## src/rtl/rca_arb.sv

```systemverilog
// rca_arb: round-robin arbiter sharing one n-bit ripple-carry adder among
// four requesters. The winning requester's operands are added in the cycle
// it is acknowledged. The result is held in an output register until the
// consumer takes it through a valid/ready handshake.
//
// Ports
//   clk        rising-edge clock
//   rst_n      asynchronous active-low reset
//   req[3:0]   request levels, held until acknowledged
//   a_bus      operand a, requester i at [i*n +: n]
//   b_bus      operand b, same packing
//   cin_bus    carry-in, bit i for requester i
//   ack[3:0]   one-hot grant (combinational), high in the capture cycle
//   res_ready  consumer accepts the result this cycle
//   res_valid  output register holds an undelivered result
//   res_id     index of the requester owning the result
//   res_sum    low n bits of a+b+cin
//   res_co     carry-out of a+b+cin
module rca_arb #(
    parameter int n = 8
) (
    input  logic           clk,
    input  logic           rst_n,
    input  logic [3:0]     req,
    input  logic [4*n-1:0] a_bus,
    input  logic [4*n-1:0] b_bus,
    input  logic [3:0]     cin_bus,
    output logic [3:0]     ack,
    input  logic           res_ready,
    output logic           res_valid,
    output logic [1:0]     res_id,
    output logic [n-1:0]   res_sum,
    output logic           res_co
);

    logic           res_valid_reg;
    logic [1:0]     res_id_reg;
    logic [n-1:0]   res_sum_reg;
    logic           res_co_reg;
    logic [1:0]     ptr_reg;

    logic           accept;
    logic [1:0]     win_idx;
    logic [1:0]     cand_idx [4];
    logic [3:0]     hit;
    logic [1:0]     ptr_next;

    logic [n-1:0]   op_a;
    logic [n-1:0]   op_b;
    logic           op_cin;
    logic [n:0]     carry;
    logic [n-1:0]   sum_next;

    // Candidate k is the requester k places after the pointer; 2-bit
    // arithmetic provides the mod-4 wrap for free.
    genvar gi;
    generate
        for (gi = 0; gi < 4; gi++) begin : g_cand
            assign cand_idx[gi] = ptr_reg + 2'(gi);
            assign hit[gi]      = req[cand_idx[gi]];
        end
    endgenerate

    // First hit in search order wins.
    always_comb begin
        win_idx = ptr_reg;
        for (int k = 3; k >= 0; k--) begin
            if (hit[k]) begin
                win_idx = cand_idx[k];
            end
        end
    end

    // The output register is free when empty or being drained this cycle.
    // Gating with rst_n keeps ack low for the whole reset assertion.
    assign accept   = rst_n && (|req) && (!res_valid_reg || res_ready);
    assign ack      = accept ? (4'b0001 << win_idx) : 4'b0000;
    assign ptr_next = win_idx + 2'd1;

    // Operand mux driven only by the winner index.
    assign op_a   = a_bus[win_idx*n +: n];
    assign op_b   = b_bus[win_idx*n +: n];
    assign op_cin = cin_bus[win_idx];

    // Ripple-carry adder: one full adder per bit, carry chained upward.
    assign carry[0] = op_cin;
    generate
        for (gi = 0; gi < n; gi++) begin : g_fa
            assign sum_next[gi]  = op_a[gi] ^ op_b[gi] ^ carry[gi];
            assign carry[gi+1]   = (op_a[gi] & op_b[gi]) |
                                   (carry[gi] & (op_a[gi] ^ op_b[gi]));
        end
    endgenerate

    always_ff @(posedge clk or negedge rst_n) begin
        if (!rst_n) begin
            res_valid_reg <= 1'b0;
            res_id_reg    <= 2'd0;
            res_sum_reg   <= '0;
            res_co_reg    <= 1'b0;
            ptr_reg       <= 2'd0;
        end else if (accept) begin
            // A new result replaces a draining one with no bubble.
            res_valid_reg <= 1'b1;
            res_id_reg    <= win_idx;
            res_sum_reg   <= sum_next;
            res_co_reg    <= carry[n];
            ptr_reg       <= ptr_next;
        end else if (res_valid_reg && res_ready) begin
            res_valid_reg <= 1'b0;
        end
    end

    assign res_valid = res_valid_reg;
    assign res_id    = res_id_reg;
    assign res_sum   = res_sum_reg;
    assign res_co    = res_co_reg;

endmodule
```

## config.mk

```make
export PLATFORM = sky130hd
export DESIGN_NAME = rca_arb
export DESIGN_NICKNAME = d
export VERILOG_FILES = /design/src/rtl/rca_arb.sv
export SDC_FILE = /design/constraint.sdc
export NUM_CORES = 1
export LEC_CHECK = 0
export BUFFER_PORTS_ARGS = -buffer_cell sky130_fd_sc_hd__buf_2
export CORE_MARGIN = 8
export CORE_UTILIZATION = 46
export DETAILED_ROUTE_END_ITERATION = 8
export MAX_ROUTING_LAYER = met4
export PLACE_DENSITY = 0.95
export SYNTH_ARGS = -nofsm -noshare
export SYNTH_HDL_FRONTEND = slang
export SYNTH_SLANG_ARGS = --single-unit
export TNS_END_PERCENT = 1
```

## constraint.sdc

```tcl
create_clock -name clk -period 9.3 [get_ports clk]
set_input_delay 0.465 -clock clk [delete_from_list [all_inputs] [get_ports clk]]
set_output_delay 0.465 -clock clk [all_outputs]
set_load 0.1 [all_outputs]
```

---- Yosys cells after proc, flatten, opt, wreduce, memory -nomap -nowiden ----
Index checks and enable logic that the tools add are counted.
cells by class
  add/sub/neg operators ................... 4
  order comparisons ....................... 5
  shift operators ......................... 3
  mux-type cells .......................... 17
  bitwise operators ....................... 40
  reductions and logical operators ........ 7
operators by type and width
  cell                                                                          number
  32-bit by 6-bit indexed part select with 8-bit output                         2
  1-bit AND                                                                     16
  1-bit XOR                                                                     16
  2-bit by 3-bit less-than comparator with 1-bit output, second input constant  5
  1-bit binary-select mux with 2-bit select                                     5
  2-bit two-way mux                                                             4
  1-bit OR                                                                      8
  1-bit two-way mux                                                             7
  2-bit by 1-bit adder with 2-bit output, second input constant                 2
  2-bit adder, second input constant                                            2
  4-bit two-way mux                                                             1
  4-bit OR reduction                                                            1
  1-bit by 2-bit left shift with 4-bit output, first input constant             1
  1-bit logical AND                                                             3
  2-bit nonzero test                                                            1
  1-bit zero test                                                               1
  1-bit logical OR                                                              1
word-level totals
  bits in registers ....................... 14
  output and inout bits ................... 16

---- Depth between registers and ports, before layout ----
  depth in word-level cells ............... 25
  gate-level depth with buffers ........... 20
  mapped depth without buffers ............ 18

---- Worst setup path after synthesis ----
OpenSTA, ideal clock, no wires.
  path type ............................... input to register
  from .................................... input port req[2]
  to ...................................... register res_sum_reg[7], in the netlist res_sum[7]
  library setup time ...................... 0.120 ns
  arrival ................................. 4.215 ns
  data required time ...................... 9.180 ns
  slack ................................... 4.966 ns
  stages on the path ...................... 20
  buffers on the path ..................... 2
  path through ............................ nor2b_1 > o21a_1 > or2_1 > buf_6 > inv_6 > buf_4 > nand2_1 > a32oi_1 > fa_1 > fa_1 > fa_1 > inv_1 > fa_1 > fa_1 > fa_1 > fa_1 > inv_1 > fa_1 > nand2_1 > nand2_1
between the ends
  word-level cells in the longest chain between the ends .. 23
  elaborated cells on any way between the ends .. 49
  those cells by class .................... shift: 2; mux: 14; bitwise: 30; reduce/logical: 3
ends and longest elaborated chain
  item                                                                           line    source
  start, declared                                                                24      input logic [3:0] req,
  1-bit binary-select mux with 2-bit select                                      60      assign hit[gi] = req[cand_idx[gi]];
  1-bit two-way mux (not written as such)                                        60
  2-bit two-way mux (3 in series)                                                68      if (hit[k]) begin
  2-bit two-way mux *                                                            68
  32-bit by 6-bit indexed part select with 8-bit output (tied with other cells)  81      assign op_a = a_bus[win_idx*n +: n];
  1-bit XOR / 1-bit two-way mux (equally long branches)                          91, 83
  1-bit AND                                                                      91      (carry[gi] & (op_a[gi] ^ op_b[gi]));
  1-bit OR                                                                       90      assign carry[gi+1] = (op_a[gi] & op_b[gi]) |
  (+6 left out)                                                                  n/a
  1-bit AND                                                                      91
  1-bit OR                                                                       90
  1-bit AND                                                                      91
  1-bit OR                                                                       90
  1-bit AND                                                                      91
  1-bit OR                                                                       90
  1-bit XOR *                                                                    89      assign sum_next[gi] = op_a[gi] ^ op_b[gi] ^ carry[gi];
  named net sum_next[7]                                                          52      logic [n-1:0] sum_next;
  end signal, assigned                                                           106     res_sum_reg <= sum_next;
  end, declared                                                                  38      logic [n-1:0] res_sum_reg;
Mark *: on every way through the listed nets, which the timed path passes. The rest lies on a longest branch. The select of a mux whose other input is x is not followed.
A chain may end at the register's enable or synchronous reset.

---- Worst setup path after layout ----
  from .................................... register ptr_reg[1]
  to ...................................... register res_sum_reg[7], in the netlist res_sum[7]
between the ends
  word-level cells in the longest chain between the ends .. 24
  elaborated cells on any way between the ends .. 49
  those cells by class .................... add/sub: 3; shift: 2; mux: 14; bitwise: 30
ends and longest elaborated chain
  item                                                                           line    source
  start, declared                                                                40      logic [1:0] ptr_reg;
  start signal, assigned                                                         108     ptr_reg <= ptr_next;
  2-bit adder                                                                    59      assign cand_idx[gi] = ptr_reg + 2'(gi);
  1-bit binary-select mux with 2-bit select                                      60
  1-bit two-way mux (not written as such)                                        60
  2-bit two-way mux (3 in series)                                                68
  2-bit two-way mux *                                                            68
  32-bit by 6-bit indexed part select with 8-bit output (tied with other cells)  81
  1-bit XOR / 1-bit two-way mux (equally long branches)                          91, 83
  1-bit AND                                                                      91
  (+7 left out)                                                                  n/a
  1-bit AND                                                                      91
  1-bit OR                                                                       90
  1-bit AND                                                                      91
  1-bit OR                                                                       90
  1-bit AND                                                                      91
  1-bit OR                                                                       90
  1-bit XOR *                                                                    89
  named net sum_next[7]                                                          52
Marked as above.

==> reports/results.ini <==
[place]
place_congestion=0.851
hpwl_mm=3.53
dp.cells=295
port_buffers=90

[logic_synthesis]
synth-seq-cells=14
synth_warnings=0
ys_seq_area_frac=0.254
syn-num-nets=270
syn_avg_cell_area_um2=7.53
synthCells=183
ys_types=26
syn-cell-area_um2=1380

[critical_path]
worstReg2RegStart=ptr_reg[1]$_DFFE_PN0P_
start_kind=flop
worst_setup_path_end_kind=flop
crit_start=ptr_reg[1]$_DFFE_PN0P_
critical_path_class=reg -> reg
cp.required_ps=9480
critPathMaxFanout=37
arrival_ps=4880

[clock_network]
clk_latency_ps=280
post_cts_resized=0
cts_tree=done
clock_path_buffers=2
htree_levels=1
hold_buffers=0
postCtsSetupRepairBufs=0
root_buffer=clkbuf_4
clkTransAtPathRegs_ps=90
cts_buffers=3
cts.sinks=14

[sta]
worstMarginPinSlew_ps=738
hold_viol_final=0
rsz0062_at_grt=false
period_needed_ps=4690
post-route-period-util=0.505
fmax_mhz=213
finClkSkew_ps=9.65
slew_violations=0
setup_viol=0
fin_setup_tns_ps=0
maxSlewHeadroom=0.507

[global_routing]
grt-ovfl-total=0
grt_usage=0.178
antenna_found_initial=0
first_global_vias=1673
grt_max_degree=39
grt_pass1_wl_mm=7.20

[pwr]
p_switching_mw=0.409
total_leakage_power_nw=0.978
swShare=0.618
p_seq_frac=0.157
p_per_area_nw_per_um2=360
pwr-share-comb=0.776
peakVddDrop_mv=0.147
cellInternalPower_mw=0.253
pwr-share-clk=0.067

[routing]
drc=0
wl_per_cell_um=14.1
final_antenna_net_count=0
firstDrtPassIters=4
drt_iter0_drc=66
dr_total_vias=1569
drt_wl_total_mm=4.21
drt-vias-per-instance=5.25

[floorplan]
core_region_area_um2=2950
pin_count=91
num_rows=20
dieArea_um2=5000
die_width_um=70.7
die_h_um=70.7
start_util=0.467

[outcome]
outcome=finished clean

[final_layout]
layout.cells.most_common=buf_2
antenna_cells=0
post-route-util=0.622
fin_nets=354
drive_gt1_frac=0.368
largest_reg_flops=8
area_growth_pct=33.2
stdcell_count=299
final_cell_mix=90 x buf_2, 76 x nand2_1, 19 x a21oi_1

[flow_run]
cap_violations=0

[min_path]
holdCritPathClass=in -> async

-- power by group through the flow --
stage	clock network (mW)	registers, mW	logic [mW]
4_1_cts	0.0449	0.104	0.520
2_1_floorplan	0	0.265	0.257
3_3_place_gp	0	0.104	0.495
6_report	0.0443	0.104	0.513
3_5_place_dp	0	0.106	0.519
5_1_grt	0.0490	0.108	0.569
-- cells by family after synthesis --
group | Yosys count | synth area share
and+or+nand+nor | 92 | 0.277
AOI/OAI and AO/OA | 47 | 0.237
buffers and inverters | 18 | 0.0790
DFF | 14 | 0.254
adders and majority gates | 12 | 0.153
-- per-layer routing --
layer,GRT usage,wire length (um),up-vias
met4,0.0762,75,0
met3,0.0466,288,10
met1,0.180,1620,710
met5,-,0,-
li1,-,-,788
met2,0.315,2230,61
-- cell type report --
type,count,area [um^2]
Clock buffer,4,36.3
Fill cell,303,1120
Inverter,5,23.8
Multi-Input combinational cell,151,918
Sequential cell,14,350
Tap cell,33,41.3
Timing Repair Buffer,92,465
-- final timing paths --
check,slack [ps],end,cells after the start
max in group asynchronous,8990,res_id[1]$_DFFE_PN0P_,1
hold reg to reg,490,res_co$_DFFE_PN0P_,2
setup reg to reg,4610,res_sum[7]$_DFFE_PN0P_,19
setup / recovery,4610,res_sum[7]$_DFFE_PN0P_,19
min in group clk,470,res_valid$_DFFE_PN0P_,3
hold / removal,60,ptr_reg[0]$_DFFE_PN0P_,1
-- critical path: stages, from the launching register on --
cell and delay [ps]:
dfrtp_1 450, nor3_1 200, nor4_1 60, or2_1 230, buf_4 240, inv_6 250, a21oi_1 110, a32oi_1 250
fa_1 250, fa_1 190, fa_1 160, inv_1 50, fa_1 370, fa_1 390, fa_1 390, fa_1 360
inv_1 70, fa_1 410, nand2_1 70, nand2_1 50
-- through the flow --
stage          power (mW)  cell area (um^2)  setup slack (ps)  hold slack (ps)
2_1_floorplan       0.522              1380              4970              169
3_3_place_gp        0.599              1800              4590              379
3_5_place_dp        0.625              1800              4440              382
4_1_cts             0.669              1840              4600             69.3
5_1_grt             0.726              1840              4320             68.2
6_report            0.661              1840              4610             62.4
-- Yosys cell counts --
cell	n	area [um^2]
buf_4	4	30.0
and2_1	4	25.0
a21oi_1	19	95.1
dfrtp_1	14	350
a32o_1	8	80.1
ha_1	4	50.1
fa_1	8	160
buf_2	5	25.0
or2_1	1	6.26
inv_6	1	8.76
a32oi_1	9	78.8
nand2b_1	2	12.5
nor4_1	1	6.26
o211ai_2	1	12.5
nor3_1	1	5.00
a211o_1	1	8.76
and3b_1	1	8.76
nor2_1	2	7.51
o41ai_1	1	8.76
clkbuf_1	2	7.51
nand2_1	76	285
buf_6	2	22.5
o21a_1	1	7.51
o21ai_0	7	35.0
inv_1	4	15.0
nor2b_1	4	25.0
(Power assumes the default switching activity.)
